===== src/rtl/ex_mem_buffer.sv =====
// Elastic DEPTH-entry FIFO between execute and memory stages, with flush and occupancy.
// Optional zero-latency fall-through when empty: define EX_MEM_BYPASS_EN.
module ex_mem_buffer #(
  parameter int DATA_WIDTH   = 32,
  parameter int OPCODE_WIDTH = 7,
  parameter int DEPTH        = 2
) (
  input  logic                         clk,
  input  logic                         rst_n,
  input  logic                         flush,
  input  logic                         ex_valid,
  output logic                         ex_ready,
  input  logic [DATA_WIDTH-1:0]        ex_alu_result,
  input  logic [DATA_WIDTH-1:0]        ex_rs2_data,
  input  logic                         ex_zero,
  input  logic [OPCODE_WIDTH-1:0]      ex_opcode,
  output logic                         mem_valid,
  input  logic                         mem_ready,
  output logic [DATA_WIDTH-1:0]        mem_alu_result,
  output logic [DATA_WIDTH-1:0]        mem_rs2_data,
  output logic                         mem_zero,
  output logic [OPCODE_WIDTH-1:0]      mem_opcode,
  output logic [$clog2(DEPTH+1)-1:0]   count
);

  localparam int PTR_W   = $clog2(DEPTH);
  localparam int CNT_W   = $clog2(DEPTH+1);
  localparam int ENTRY_W = 2*DATA_WIDTH + 1 + OPCODE_WIDTH;
  localparam logic [CNT_W-1:0] FULL_CNT = CNT_W'(DEPTH);

  logic [ENTRY_W-1:0] r_mem [DEPTH];
  logic [PTR_W-1:0]   r_wr_ptr;
  logic [PTR_W-1:0]   r_rd_ptr;
  logic [CNT_W-1:0]   r_count;
  logic               r_alive;

  logic               w_push;
  logic               w_pop;
  logic               w_wr_en;
  logic               w_rd_en;
  logic               w_bypass;
  logic [ENTRY_W-1:0] w_ex_entry;
  logic [ENTRY_W-1:0] w_head;
  logic [ENTRY_W-1:0] w_out_entry;

  // Holds ex_ready low until the first edge after reset release.
  always_ff @(posedge clk or negedge rst_n) begin
    if (!rst_n) begin
      r_alive <= 1'b0;
    end else begin
      r_alive <= 1'b1;
    end
  end

  always_comb begin
    w_ex_entry = {ex_alu_result, ex_rs2_data, ex_zero, ex_opcode};
    w_head     = r_mem[r_rd_ptr];
    ex_ready   = r_alive && (r_count != FULL_CNT) && !flush;
`ifdef EX_MEM_BYPASS_EN
    w_bypass    = r_alive && (r_count == '0) && ex_valid && !flush;
    mem_valid   = ((r_count != '0) && !flush) || w_bypass;
    w_out_entry = w_bypass ? w_ex_entry : w_head;
`else
    w_bypass    = 1'b0;
    mem_valid   = (r_count != '0);
    w_out_entry = w_head;
`endif
    {mem_alu_result, mem_rs2_data, mem_zero, mem_opcode} = w_out_entry;
    count = r_count;
  end

  // A fall-through entry consumed in the same cycle never touches storage.
  always_comb begin
    w_push  = ex_valid && ex_ready;
    w_pop   = mem_valid && mem_ready;
    w_wr_en = w_push && !(w_bypass && mem_ready);
    w_rd_en = w_pop && !w_bypass;
  end

  always_ff @(posedge clk or negedge rst_n) begin
    if (!rst_n) begin
      r_mem    <= '{default: '0};
      r_wr_ptr <= '0;
      r_rd_ptr <= '0;
      r_count  <= '0;
    end else if (flush) begin
      r_wr_ptr <= '0;
      r_rd_ptr <= '0;
      r_count  <= '0;
    end else begin
      if (w_wr_en) begin
        r_mem[r_wr_ptr] <= w_ex_entry;
        r_wr_ptr        <= r_wr_ptr + PTR_W'(1);
      end
      if (w_rd_en) begin
        r_rd_ptr <= r_rd_ptr + PTR_W'(1);
      end
      case ({w_wr_en, w_rd_en})
        2'b10:   r_count <= r_count + CNT_W'(1);
        2'b01:   r_count <= r_count - CNT_W'(1);
        default: r_count <= r_count;
      endcase
    end
  end

endmodule


===== config.mk =====
export PLATFORM = sky130hd
export DESIGN_NAME = ex_mem_buffer
export DESIGN_NICKNAME = d
export VERILOG_FILES = /design/src/rtl/ex_mem_buffer.sv
export SDC_FILE = /design/constraint.sdc
export NUM_CORES = 1
export LEC_CHECK = 0
export CORE_ASPECT_RATIO = 1.25
export CORE_MARGIN = 5
export CORE_UTILIZATION = 52
export CTS_BUF_LIST = sky130_fd_sc_hd__clkbuf_2
export DETAILED_ROUTE_END_ITERATION = 6
export PLACE_DENSITY = 0.83
export SYNTH_ARGS = -nofsm -noshare
export SYNTH_HDL_FRONTEND = slang
export SYNTH_SLANG_ARGS = --single-unit

===== constraint.sdc =====
create_clock -name clk -period 2 [get_ports clk]
set_input_delay 0.2 -clock clk [delete_from_list [all_inputs] [get_ports clk]]
set_output_delay 0.2 -clock clk [all_outputs]
set_load 0.01 [all_outputs]

## Yosys cells after proc, flatten, opt, wreduce, memory -nomap -nowiden

Cells that the tools add are included.

- Input bits: 77
- Register bits after elaboration: 149
- Word-level logic and storage cells: 42

- Order comparisons: 3
- Reductions and logical operators: 11
- Equality and inequality tests: 3
- $add $sub $neg: 4
- Bitwise logic cells: 3
- Mux-type cells: 12

Operator list:

| cell | count |
|---|---|
| $mux W72 | 4 |
| $bwmux W144 | 1 |
| $demux W72 S1 | 1 |
| $reduce_bool A2 Y1 | 3 |
| $logic_and A1 B1 Y1 | 5 |
| $ge A2 B2 Y1 const B | 2 |
| $mux W1 | 4 |
| $not A1 Y2 | 2 |
| $pmux W2 S2 | 1 |
| $reduce_bool A3 Y1 | 1 |
| $add A1 B1 Y1 const B | 2 |
| $add A2 B1 Y2 const B | 1 |
| $eq A2 B1 Y1 const B | 1 |
| $eq A2 B2 Y1 const B | 1 |
| $lt A2 B1 Y1 const B | 1 |
| $mux W2 | 1 |
| $ne A2 B2 Y1 const B | 1 |
| $reduce_and A2 Y1 | 1 |
| $sub A2 B1 Y2 const B | 1 |
| $logic_not A1 Y1 | 1 |
| $not A1 Y1 | 1 |

## Depth between registers and ports, before layout

Gate-level depths: netlist (run 1).

- Word-level depth: 7
- Mapped depth: 5
- Mapped depth without buffers: 3

## Worst setup path after synthesis (run 1)

Ideal clock, no wire load.

- Path type: register to register
- Start: reg r_count[1], in the netlist count[1]
- End: reg r_mem[11] in the netlist's numbering
- Arrival: 1.554 ns
- Stages on the path, launching flop included: 5
- Clock period less this slack: 1.679 ns
- Library setup time: 0.125 ns
- Slack: 0.321 ns
- Path through: dfrtp_1 > nor2b_4 > nor3_4 > buf_6 > mux2_4

- Word-level cells in the longest chain between the ends: 5

Ends and longest elaborated chain:

| item | line | source |
|---|---|---|
| from (decl) | 34 | `logic [CNT_W-1:0] r_count;` |
| from (signal assigned) | 99 | `2'b10: r_count <= r_count + CNT_W'(1);` |
| from (signal assigned) | 100 | `2'b01: r_count <= r_count - CNT_W'(1);` |
| from (signal assigned) | 101 | `default: r_count <= r_count;` |
| $ne A2 B2 Y1 | 58 | `ex_ready = r_alive && (r_count != FULL_CNT) && !flush;` |
| $logic_and A1 B1 Y1 (2 in a row) | 58 |  |
| $logic_and A1 B1 Y1 | 74 | `w_push = ex_valid && ex_ready;` |
| $reduce_and A2 Y1 (no line) | -- |  |
| to (signal, indexed assignment) | 92 | `r_mem[r_wr_ptr] <= w_ex_entry;` |
| to (decl) | 31 | `logic [ENTRY_W-1:0] r_mem [DEPTH];` |

No other way between the ends.
A chain may end at the register's enable or synchronous reset.

## Worst setup path after layout (run 1)

- Start: reg r_rd_ptr
- End: out mem_alu_result[11]

- Word-level cells in the longest chain between the ends: 4

Ends and longest elaborated chain:

| item | line | source |
|---|---|---|
| from (decl) | 33 | `logic [PTR_W-1:0] r_rd_ptr;` |
| from (signal assigned) | 96 | `r_rd_ptr <= r_rd_ptr + PTR_W'(1);` |
| $not A1 Y2 (not written as such) | 57 | `w_head = r_mem[r_rd_ptr];` |
| $mux W72 (not written as such) (3 in a row) | 57 |  |
| to (decl) | 19 | `output logic [DATA_WIDTH-1:0] mem_alu_result,` |

No other way between the ends. The select of a mux whose other input is x is not followed.

==> summary.md, run 1 <==
## Synthesis
- number of warnings issued by yosys: 0
- Net Count, Synth: 490
- number of flops mapped to enable cells by yosys: 0
- fraction of registers with async set/reset: 1.00
- cell with the most instances after synthesis: sky130_fd_sc_hd__mux2_2
- synthesized netlist cell count: 413
- proportion of synthesized chip area in sequential cells: 0.566
- number of distinct library cell variants in the gate-level netlist after synthesis: 28
- per-instance average area after synthesis: 16.0 um^2
- post-synthesis cell type with the largest combined area: sky130_fd_sc_hd__dfrtp_1
- most common flop cell mapped by yosys: sky130_fd_sc_hd__dfrtp_1
- cell area after synthesis: 6590 um^2
- area fraction of the dominant cell type after synthesis: 0.566
- flip-flop and latch count after synthesis: 149
- largest cells by area after synthesis: sky130_fd_sc_hd__dfrtp_1 (57%), sky130_fd_sc_hd__mux2_2 (33%), sky130_fd_sc_hd__buf_6 (2.4%)
- top cells by count, synth: sky130_fd_sc_hd__mux2_2 (196), sky130_fd_sc_hd__dfrtp_1 (149), sky130_fd_sc_hd__buf_6 (14)

## Finish
- number of nets in the layout: 664
- synth-to-layout area growth: 35.5%
- Reg area: 3730 um^2
- diodes inserted: 0
- utilization after layout: 0.712
- fraction of final layout cells with drive strength greater than 1: 0.570
- multi-input combinational cell area: 2690 um^2
- filler cell count: 868

## STA
- Final Hold Violating Endpoints: 0
- setup-violating endpoint count in the final report: 51
- Final TNS setup: -5610 ps
- RSZ-0062 raised after global routing: yes
- post-layout worst setup margin: -144 ps
- f_max: 466 MHz
- worst-case hold slack: 156 ps
- worst clock skew: 25.4 ps
- final critical path time including I/O delays and setup: 2140 ps
- Final Max Tran Viols: 0
- Final period util: 1.07

## Die
- Core ar.: 12500 um^2
- die area: 15000 um^2
- Die Width: 111 um
- Boundary Pins: 153
- starting density of the core: 0.525
- Site Rows: 46
- die boundary height: 136 um

## Setup path
- Slowest Stage Delay on Critical Path: 460 ps
- cell type of the slowest stage on the worst timing path: sky130_fd_sc_hd__dfrtp_2
- capturing element type of the critical path: output pin
- count of buffer and inverter cells on the critical path: 4
- Worst Path Required: 1800 ps
- highest net fanout along the worst path: 7
- type of element launching the critical path: register
- critical path arrival: 1940 ps
- cell-by-cell trace of the critical path: buf_6 > buf_12 > buf_12 > mux2_4 > buf_6
- Setup CP Type: register to output pin
- Top delay family on crit path: buffers and inverters

## Min path
- worst min-delay path category: input port to register

## Job
- number of max-capacitance violations reported: 0

## Placement
- Routability Congestion: 0.719
- hpwl dp: 9.73 mm
- input/output buffers: 152
- setup slack after placement: -21.5 ps

## Global routing
- vias in the first global route: 4512
- wire length of the first global-routing pass: 24.6 mm
- antenna violations before repair: 0
- GR Util All Layers: 0.207
- Remaining Overflow, GRT: 0
- maximum number of pins on one net before global-route repair: 58

## Clock tree
- later-pin clock latency in the skew report: 650 ps
- Inserted Clock Buffers: 17
- library cell used as clock root buffer: sky130_fd_sc_hd__clkbuf_2
- maximum level of the CTS H-tree: 4
- Sinks on Clock Net: 149
- TritonCTS clock tree: yes
- number of buffers on the longest clock path: 2
- clock slew at reported path FFs: 240 ps

## Outcome
- failing checks: setup timing
- outcome: finished, violations left

## Power and ir drop
- areal power density over the cells: 990 nW/um^2
- Leak Pwr: 3.91 nW
- peak supply drop: 0.562 mV

## Drt
- post-route ant nets: 0
- via/cell ratio: 5.28
- DRC marker count from the first detailed-route iteration: 94
- total DRC errors in the routed layout: 0
- total length of routed wires: 14.9 mm
- detail-routed net length per standard cell: 19.4 um
- vias after detailed routing: 4055
- drt pass-1 iters: 4

## worst paths after layout
path                            slack, ps  cells past startpoint             from                 end
max in group asynchronous            1030                      4            rst_n            r_rd_ptr
min in group asynchronous             620                      4            rst_n           r_mem[11]
worst min register to register        520                      1        r_mem[50]           r_mem[50]
worst max-delay path                 -140                      5         r_rd_ptr  mem_alu_result[11]
worst max register to register        100                      5         count[1]           r_mem[99]
worst min-delay path                  160                      2  ex_rs2_data[12]           r_mem[92]
## state kept, by name, indices dropped and copies added, names as in the netlist
| register | cells |
|---|---|
| count | 2 |
| r_mem | 144 |
| r_rd_ptr | 1 |
| r_alive | 1 |
| r_wr_ptr | 1 |
## kinds of logic after synthesis
logic type | share of synthesized area
compound gates | 0.00513
xor+xnor | 0.00133
simple gates | 0.0213
flops | 0.566
other cells | 0.000569
buf+inv | 0.0310
mux | 0.375
## power breakdown
part	total, mW	switching (mW)	internal (mW)
Combinational	2.79	0.980	1.81
Clock	1.93	1.10	0.833
Sequential	4.13	0.378	3.75
## area by class of cell
class	instances	share of cell area
flip-flops and latches	149	0.418
clock buffers	17	0.00953
multi-input cells	241	0.301
repair buffers	178	0.225
clock inverters	15	0.0224
well taps	168	0.0235
## metal layers
| layer | wire length, um | global-route usage | vias to the layer above |
|---|---|---|---|
| met1 | 6130 | 0.252 | 2069 |
| li1 | - | - | 1833 |
| met4 | 231 | 0.0554 | 0 |
| met2 | 7680 | 0.354 | 134 |
| met5 | 0 | 0 | - |
| met3 | 854 | 0.0708 | 19 |
## what timing repair did
action,CTS,global route
gates cloned,6,0
gates resized for setup,380,7
hold buffers,3,0
endpoints found under the setup margin,76,74
hold endpoints to repair,149,0
buffers inserted,7,1
## through the flow
step	power (mW)	cell area [um^2]	instances
after global routing	9.36	8930	768
after global placement	6.63	8330	722
final	8.84	8930	768
after floorplan	5.47	6590	413
after detailed placement	6.78	8330	722
after CTS	8.95	8960	770
## layout by cell type (no fill, tap or decap), drive strengths merged, types with 2 or more instances in the layout
| master | n |
|---|---|
| and2 | 2 |
| buf | 98 |
| bufinv | 4 |
| clkbuf | 17 |
| clkdlybuf4s50 | 75 |
| clkinv | 4 |
| clkinvlp | 2 |
| dfrtp | 149 |
| dlygate4sd3 | 2 |
| inv | 5 |
| mux2 | 216 |
| nand2b | 3 |
| nor2 | 2 |
| o21ai | 3 |
Power figures use the tool's default switching activity.
==> run 2: changes to the inputs <==
- ABC_AREA: default -> 1
- CORE_UTILIZATION: 52 -> 60
- DONT_BUFFER_PORTS: default -> 1
- PLACE_DENSITY: 0.83 -> 0.76
==> run 2 against run 1 <==
The flow finishes with violations (hold timing). Fmax grew 14%. Cell count grew 32%. Clock power grew 17%. Combinational power grew 14%. Cell area shrank 13%. Critical path type unchanged. Via count grew 34%. Routed wire length grew 7.5%. Critical endpoint is now mem_alu_result[25]. Largest cell class unchanged. Sequential power grew 20%. Highest routed layer is now met5. Sequential share of layout area grew 6.0 points. Worst setup slack gained 270 ps. Flip-flop and latch count is the same.
==> summary.md, run 2 <==
## Outcome
- outcome: finished, violations left
- failing checks: hold timing

## Finish
- flip-flop count of the largest register after layout: 144, unchanged
- fraction of final layout cells with drive strength greater than 1: 0.0739, -0.496
- largest reg by FF count: r_mem
- diodes inserted: 0, unchanged
- synth-to-layout area growth: 19.5%
- leading cell types in the layout, fill and taps excluded: sky130_fd_sc_hd__nand2_1 (359), sky130_fd_sc_hd__dfrtp_1 (147), sky130_fd_sc_hd__o21ai_0 (93), sky130_fd_sc_hd__inv_1 (76), sky130_fd_sc_hd__dlygate4sd3_1 (76)
- final std cells w/o fill: 1012, +32%
- filler cell count: 774, -11%
- number of nets in the layout: 944, +42%
- commonest non-fill, non-tap cell in the layout: sky130_fd_sc_hd__nand2_1
- final design area excluding fillers: 7800 um^2, -13%

## Drt
- via/cell ratio: 5.39, +2.0%
- post-route ant nets: 0, unchanged
- drt pass-1 iters: 5, +1
- total DRC errors in the routed layout: 0, unchanged
- vias after detailed routing: 5452, +34%
- total length of routed wires: 16.0 mm, +7.5%
- DRC marker count from the first detailed-route iteration: 389, +310%
- detail-routed net length per standard cell: 15.8 um, -18%

## Clock tree
- later-pin clock latency in the skew report: 700 ps, +50 ps
- Sinks on Clock Net: 149, unchanged
- Inserted Clock Buffers: 17, unchanged
- clock slew at reported path FFs: 240 ps, about the same
- library cell used as clock root buffer: sky130_fd_sc_hd__clkbuf_2
- maximum level of the CTS H-tree: 4, unchanged
- number of buffers on the longest clock path: 2, unchanged
- TritonCTS clock tree: yes
- buffers inserted by post-CTS timing repair: 0, -7
- hold buffers post-CTS: 76, +73

## STA
- setup-violating endpoint count in the final report: 0, -100%
- f_max: 534 MHz, +14%
- post-layout worst setup margin: 126 ps, +269 ps
- worst-case hold slack: -834 ps, -990 ps
- Final Hold Violating Endpoints: 149, +149
- Final Max Tran Viols: 0, unchanged
- Final period util: 0.937, -0.135
- worst clock skew: 32.1 ps, +6.66 ps
- final critical path time including I/O delays and setup: 1870 ps, -269 ps

## Synthesis
- synthesized netlist cell count: 808, +96%
- number of distinct library cell variants in the gate-level netlist after synthesis: 22, -21%
- number of flops mapped to enable cells by yosys: 0, unchanged
- post-synthesis cell type with the largest combined area: sky130_fd_sc_hd__dfrtp_1
- Net Count, Synth: 885, +81%
- cell area after synthesis: 6530 um^2, -0.87%
- most common flop cell mapped by yosys: sky130_fd_sc_hd__dfrtp_1
- number of warnings issued by yosys: 0, unchanged
- cell with the most instances after synthesis: sky130_fd_sc_hd__nand2_1
- flip-flop and latch count after synthesis: 149, unchanged
- fraction of registers with async set/reset: 1.00, unchanged
- largest cells by area after synthesis: sky130_fd_sc_hd__dfrtp_1 (57%), sky130_fd_sc_hd__nand2_1 (21%), sky130_fd_sc_hd__o21ai_0 (7.1%)
- top cells by count, synth: sky130_fd_sc_hd__nand2_1 (371), sky130_fd_sc_hd__dfrtp_1 (149), sky130_fd_sc_hd__o21ai_0 (93)
- per-instance average area after synthesis: 8.08 um^2, -49%
- area fraction of the dominant cell type after synthesis: 0.571, +0.00499
- proportion of synthesized chip area in sequential cells: 0.571, +0.00499

## Power and ir drop
- areal power density over the cells: 1330 nW/um^2, +35%
- Leak Pwr: 4.16 nW, +6.4%
- peak supply drop: 0.722 mV, +28%

## Min path
- worst min-delay path category: input port to async pin

## Global routing
- GR Util All Layers: 0.242, +0.0349
- wire length of the first global-routing pass: 25.0 mm, +1.7%
- vias in the first global route: 5328, +18%
- maximum number of pins on one net before global-route repair: 150, +160%
- Remaining Overflow, GRT: 0, unchanged
- antenna violations before repair: 1, +1

## Placement
- Placement Cell Area: 6550 um^2, -21%
- hpwl dp: 9.13 mm, -6.1%
- input/output buffers: 0, -100%
- setup slack after placement: 343 ps, +364 ps
- number of placed cells counting well taps: 901, +25%
- Routability Congestion: 0.740, +2.8%

## Job
- number of max-capacitance violations reported: 0, unchanged

## Die
- Boundary Pins: 153, unchanged
- Site Rows: 42, -8.7%
- die area: 13100 um^2, -13%
- Core ar.: 10600 um^2, -15%
- die boundary height: 127 um, -6.8%
- Die Width: 103 um, -6.6%
- starting density of the core: 0.615, +0.0901

## Setup path
- type of element launching the critical path: register
- Worst Path Required: 1800 ps, about the same
- capturing element type of the critical path: output pin
- highest net fanout along the worst path: 20, +13
- Setup CP Type: register to output pin
- critical path arrival: 1670 ps, -270 ps

run 2: cell types whose count changed after synthesis, sizes merged, moves of 2 or more:
cell / before / now
and2: 2 / 0
clkbuf: 1 / 26
inv: 0 / 78
mux2: 216 / 0
nand2: 1 / 371
nand2b: 3 / 0
nand3: 1 / 6
nand4: 0 / 2
nor2: 2 / 6
o21ai: 3 / 145
run 2: metal layers:
layer  track usage  vias up  wire length (um)
li1              -     2602                 -
met1         0.301     2590              6140
met2         0.393      220              8140
met3        0.0829       38              1320
met4        0.0800        2               393
met5             0        -                11
run 2: critical path, cell delays in order (launching register included):
cell and delay (ps):
sky130_fd_sc_hd__dfrtp_2 490, sky130_fd_sc_hd__clkinv_4 130, sky130_fd_sc_hd__clkbuf_16 210, sky130_fd_sc_hd__nand2_1 80, sky130_fd_sc_hd__nand2_1 100
run 2: power breakdown:
part / switching, mW / total, mW / internal [mW]
clock network: 1.05 / 2.26 / 1.21
registers: 0.717 / 4.97 / 4.25
logic: 2.05 / 3.19 / 1.14
run 2: stage by stage:
step | utilization | TNS (ps) | total power, mW
finish | 0.735 | 0 | 10.4
global route | 0.735 | -55.4 | 11.2
CTS | 0.722 | 0 | 10.2
detailed placement | 0.617 | 0 | 7.87
global placement | 0.617 | 0 | 7.64
floorplan | - | 0 | 7.12
run 2: final cells by class:
type	instances	area (um^2)	share of cell area
inverter	79	302	0.0386
clock inverter	13	253	0.0324
clock buffer	19	95.1	0.0122
timing repair buffer	87	991	0.127
sequential	149	3730	0.478
multi-input combinational	533	2270	0.291
tap	132	165	0.0212
run 2: cell families after synthesis:
family / synth area share
AND/OR/NAND/NOR: 0.226
flip-flops: 0.571
AO/OA/AOI/OAI: 0.114
buffers and inverters: 0.0889
other: 0.000574
run 2: what timing repair did:
| item | CTS | global route |
|---|---|---|
| hold endpoints to repair | 297 | 149 |
| endpoints found under the setup margin | 66 | 73 |
| cloned | 0 | 3 |
| resized for setup | 3 | 21 |
run 2: worst paths after layout:
kind | from | end | depth (start not counted) | slack, ps
hold / removal | rst_n | r_mem[36] | 0 | -830
hold reg to reg | r_mem[30] | r_mem[30] | 2 | 510
max in group asynchronous | rst_n | r_mem[134] | 0 | 2580
min in group clk | ex_rs2_data[26] | r_mem[106] | 3 | 180
setup / recovery | r_rd_ptr | mem_alu_result[25] | 4 | 130
setup reg to reg | count[1] | count[0] | 9 | 140
==> RTL change: new RTL, settings of run 1 <==
Make the reset (`rst_n`) synchronous in 2 clocked blocks.
--- a/src/rtl/ex_mem_buffer.sv
+++ b/src/rtl/ex_mem_buffer.sv
@@ -44,7 +44,7 @@
   logic [ENTRY_W-1:0] w_out_entry;
 
   // Holds ex_ready low until the first edge after reset release.
-  always_ff @(posedge clk or negedge rst_n) begin
+  always_ff @(posedge clk) begin
     if (!rst_n) begin
       r_alive <= 1'b0;
     end else begin
@@ -77,7 +77,7 @@
     w_rd_en = w_pop && !w_bypass;
   end
 
-  always_ff @(posedge clk or negedge rst_n) begin
+  always_ff @(posedge clk) begin
     if (!rst_n) begin
       r_mem    <= '{default: '0};
       r_wr_ptr <= '0;
Check against the original RTL: differs if rst_n is asserted again (counterexample within 4 cycles, from zero or initial values and one cycle with rst_n low); with rst_n held inactive, the same outputs for 4 cycles.
==> RTL change against run 1 <==
- the run still ends with negative setup slack left
- worst hold slack got worse by 0.074 ns
- sequential cell count did not move
- wire length rose by 13%
- area after synthesis fell by 2.2%
- critical path type unchanged
- cell area rose by 2.2%
- clock skew rose by 0.0071 ns
- non-clock buffer count rose by 35
- worst setup slack got worse by 0.062 ns
- core utilization rose by 3.9 points
Power is not compared: it rests on default switching activity, and its combinational part moved more than twofold at a synthesized area within 25%.
==> RTL change: results (changes against run 1) <==
- Filler cells: 876 (was 868)
- Mean Syn Cell Area: 9.88 µm² (was 16.0 µm²)
- Met2 GRT Util: 0.396 (was 0.354)
- Crit path DAT: 2.01 ns (was 1.94 ns)
- Pin count of the biggest net entering global routing: 55 (was 58)
- Most frequent cells after synthesis: nand2_1 (218), dfxtp_1 (149), mux2i_1 (144), mux2_2 (72), clkbuf_1 (26) (was mux2_2 (196), dfrtp_1 (149), buf_6 (14), mux2_1 (10), mux2_4 (10))
- R2R cell count: 4 (was 5)
- Clock latency at the later pin of the worst-skew pair: 0.67 ns (was 0.65 ns)
- Status: finished, violations left (unchanged)
- Antenna violations before repair: 1 (was 0)
- Synth area leaders: dfxtp_1 (46%), mux2i_1 (22%), nand2_1 (13%), mux2_2 (13%), clkbuf_1 (1.5%) (was dfrtp_1 (57%), mux2_2 (33%), buf_6 (2.4%), mux2_4 (2.3%), mux2_1 (1.7%))
- Failing checks: negative setup slack (unchanged)
- Setup violators final: 69 (was 51)
- Final cell count without fillers: 1,014 (was 768)
- Crit Path Max Fanout: 6 (was 7)
- Slowest cell delay on critical path: 0.44 ns (was 0.46 ns)
- Reg2reg setup slack: 0.31 ns (was 0.10 ns)
- Worst hold start: ex_opcode[6] (was ex_rs2_data[12])
- GRT Total Usage: 0.221 (was 0.207)
- Ys async rst share: 0 (was 1.00)
- Post-route setup slack: -0.206 ns (was -0.144 ns)
- Nets: 914 (was 664)
- Grt met1 use: 0.243 (was 0.252)
- First-pass GRT wire length: 25,800 µm (was 24,600 µm)
- Final WL: 16,800 µm (was 14,900 µm)
RTL change: power by group through the flow:
stage                     clock network, W  logic, W  registers [W]
final                              0.00188  0.000657        0.00306
after floorplan                          0  0.000296        0.00311
after global routing               0.00207  0.000705        0.00307
after CTS                          0.00192  0.000635        0.00306
after global placement                   0  0.000605        0.00312
after detailed placement                 0  0.000618        0.00312
RTL change: per-layer routing:
metal  wire (µm)  part of all wire
met3         724             0.043
met4         530             0.032
met1        6600              0.39
met2        8920              0.53
met5           0                 0
RTL change: worst max path at each step:
stage	endpoint	slack, ns	startpoint	cells past startpoint
final	mem_alu_result[31]	-0.21	r_rd_ptr	6
after global routing	mem_alu_result[6]	-0.34	r_rd_ptr	5
after CTS	mem_alu_result[26]	-0.44	r_rd_ptr	3
after detailed placement	r_mem[114]	0.01	flush	5
after global placement	r_mem[111]	0.04	flush	5
after floorplan	count[1]	0.28	count[0]	6
RTL change: through the flow:
| stage | setup WS, ns | area [µm²] | hold slack (ns) |
|---|---|---|---|
| after floorplan | 0.284 | 6440 | 0.228 |
| after global placement | 0.0368 | 8200 | 0.438 |
| after detailed placement | 0.0149 | 8200 | 0.447 |
| after CTS | -0.441 | 8810 | 0.00201 |
| after global routing | -0.342 | 9130 | 0.00106 |
| final | -0.206 | 9130 | 0.0815 |
RTL change: cells by family (layout without fill, tap and decap cells):
kind of cell	after synthesis	count (layout)	synth area share
xor gates and xnor gates	3	3	0.00408
muxes	216	216	0.350
buffers and inverters	49	246	0.0365
and+or+nand+nor	229	229	0.140
adders and majority gates	1	1	0.00194
other	0	1	0
AOI/OAI and AO/OA	5	5	0.00466
DFF	149	149	0.463
RTL change: area by class of cell:
type | count | area share
Clock buffer | 18 | 0.00987
Inverter | 1 | 0.000411
Tap cell | 164 | 0.0225
Antenna cell | 1 | 0.000274
Sequential cell | 149 | 0.328
Timing Repair Buffer | 213 | 0.249
Multi-Input combinational cell | 454 | 0.369
Clock inverter | 14 | 0.0203
RTL change: worst max-delay path: cells and delay by family (launching register included):
kind,cells,cell delay (ns)
flip-flops,1,0.44
multiplexers,1,0.30
buffers and inverters,5,0.61
RTL change: what timing repair did:
action,in CTS,in global routing
hold buffers,1,5
setup buffers,19,19
gates resized for setup,208,125
endpoints found under the hold margin,37,6
endpoints found under the setup margin,75,74
gates cloned,1,0
pin swaps,0,0
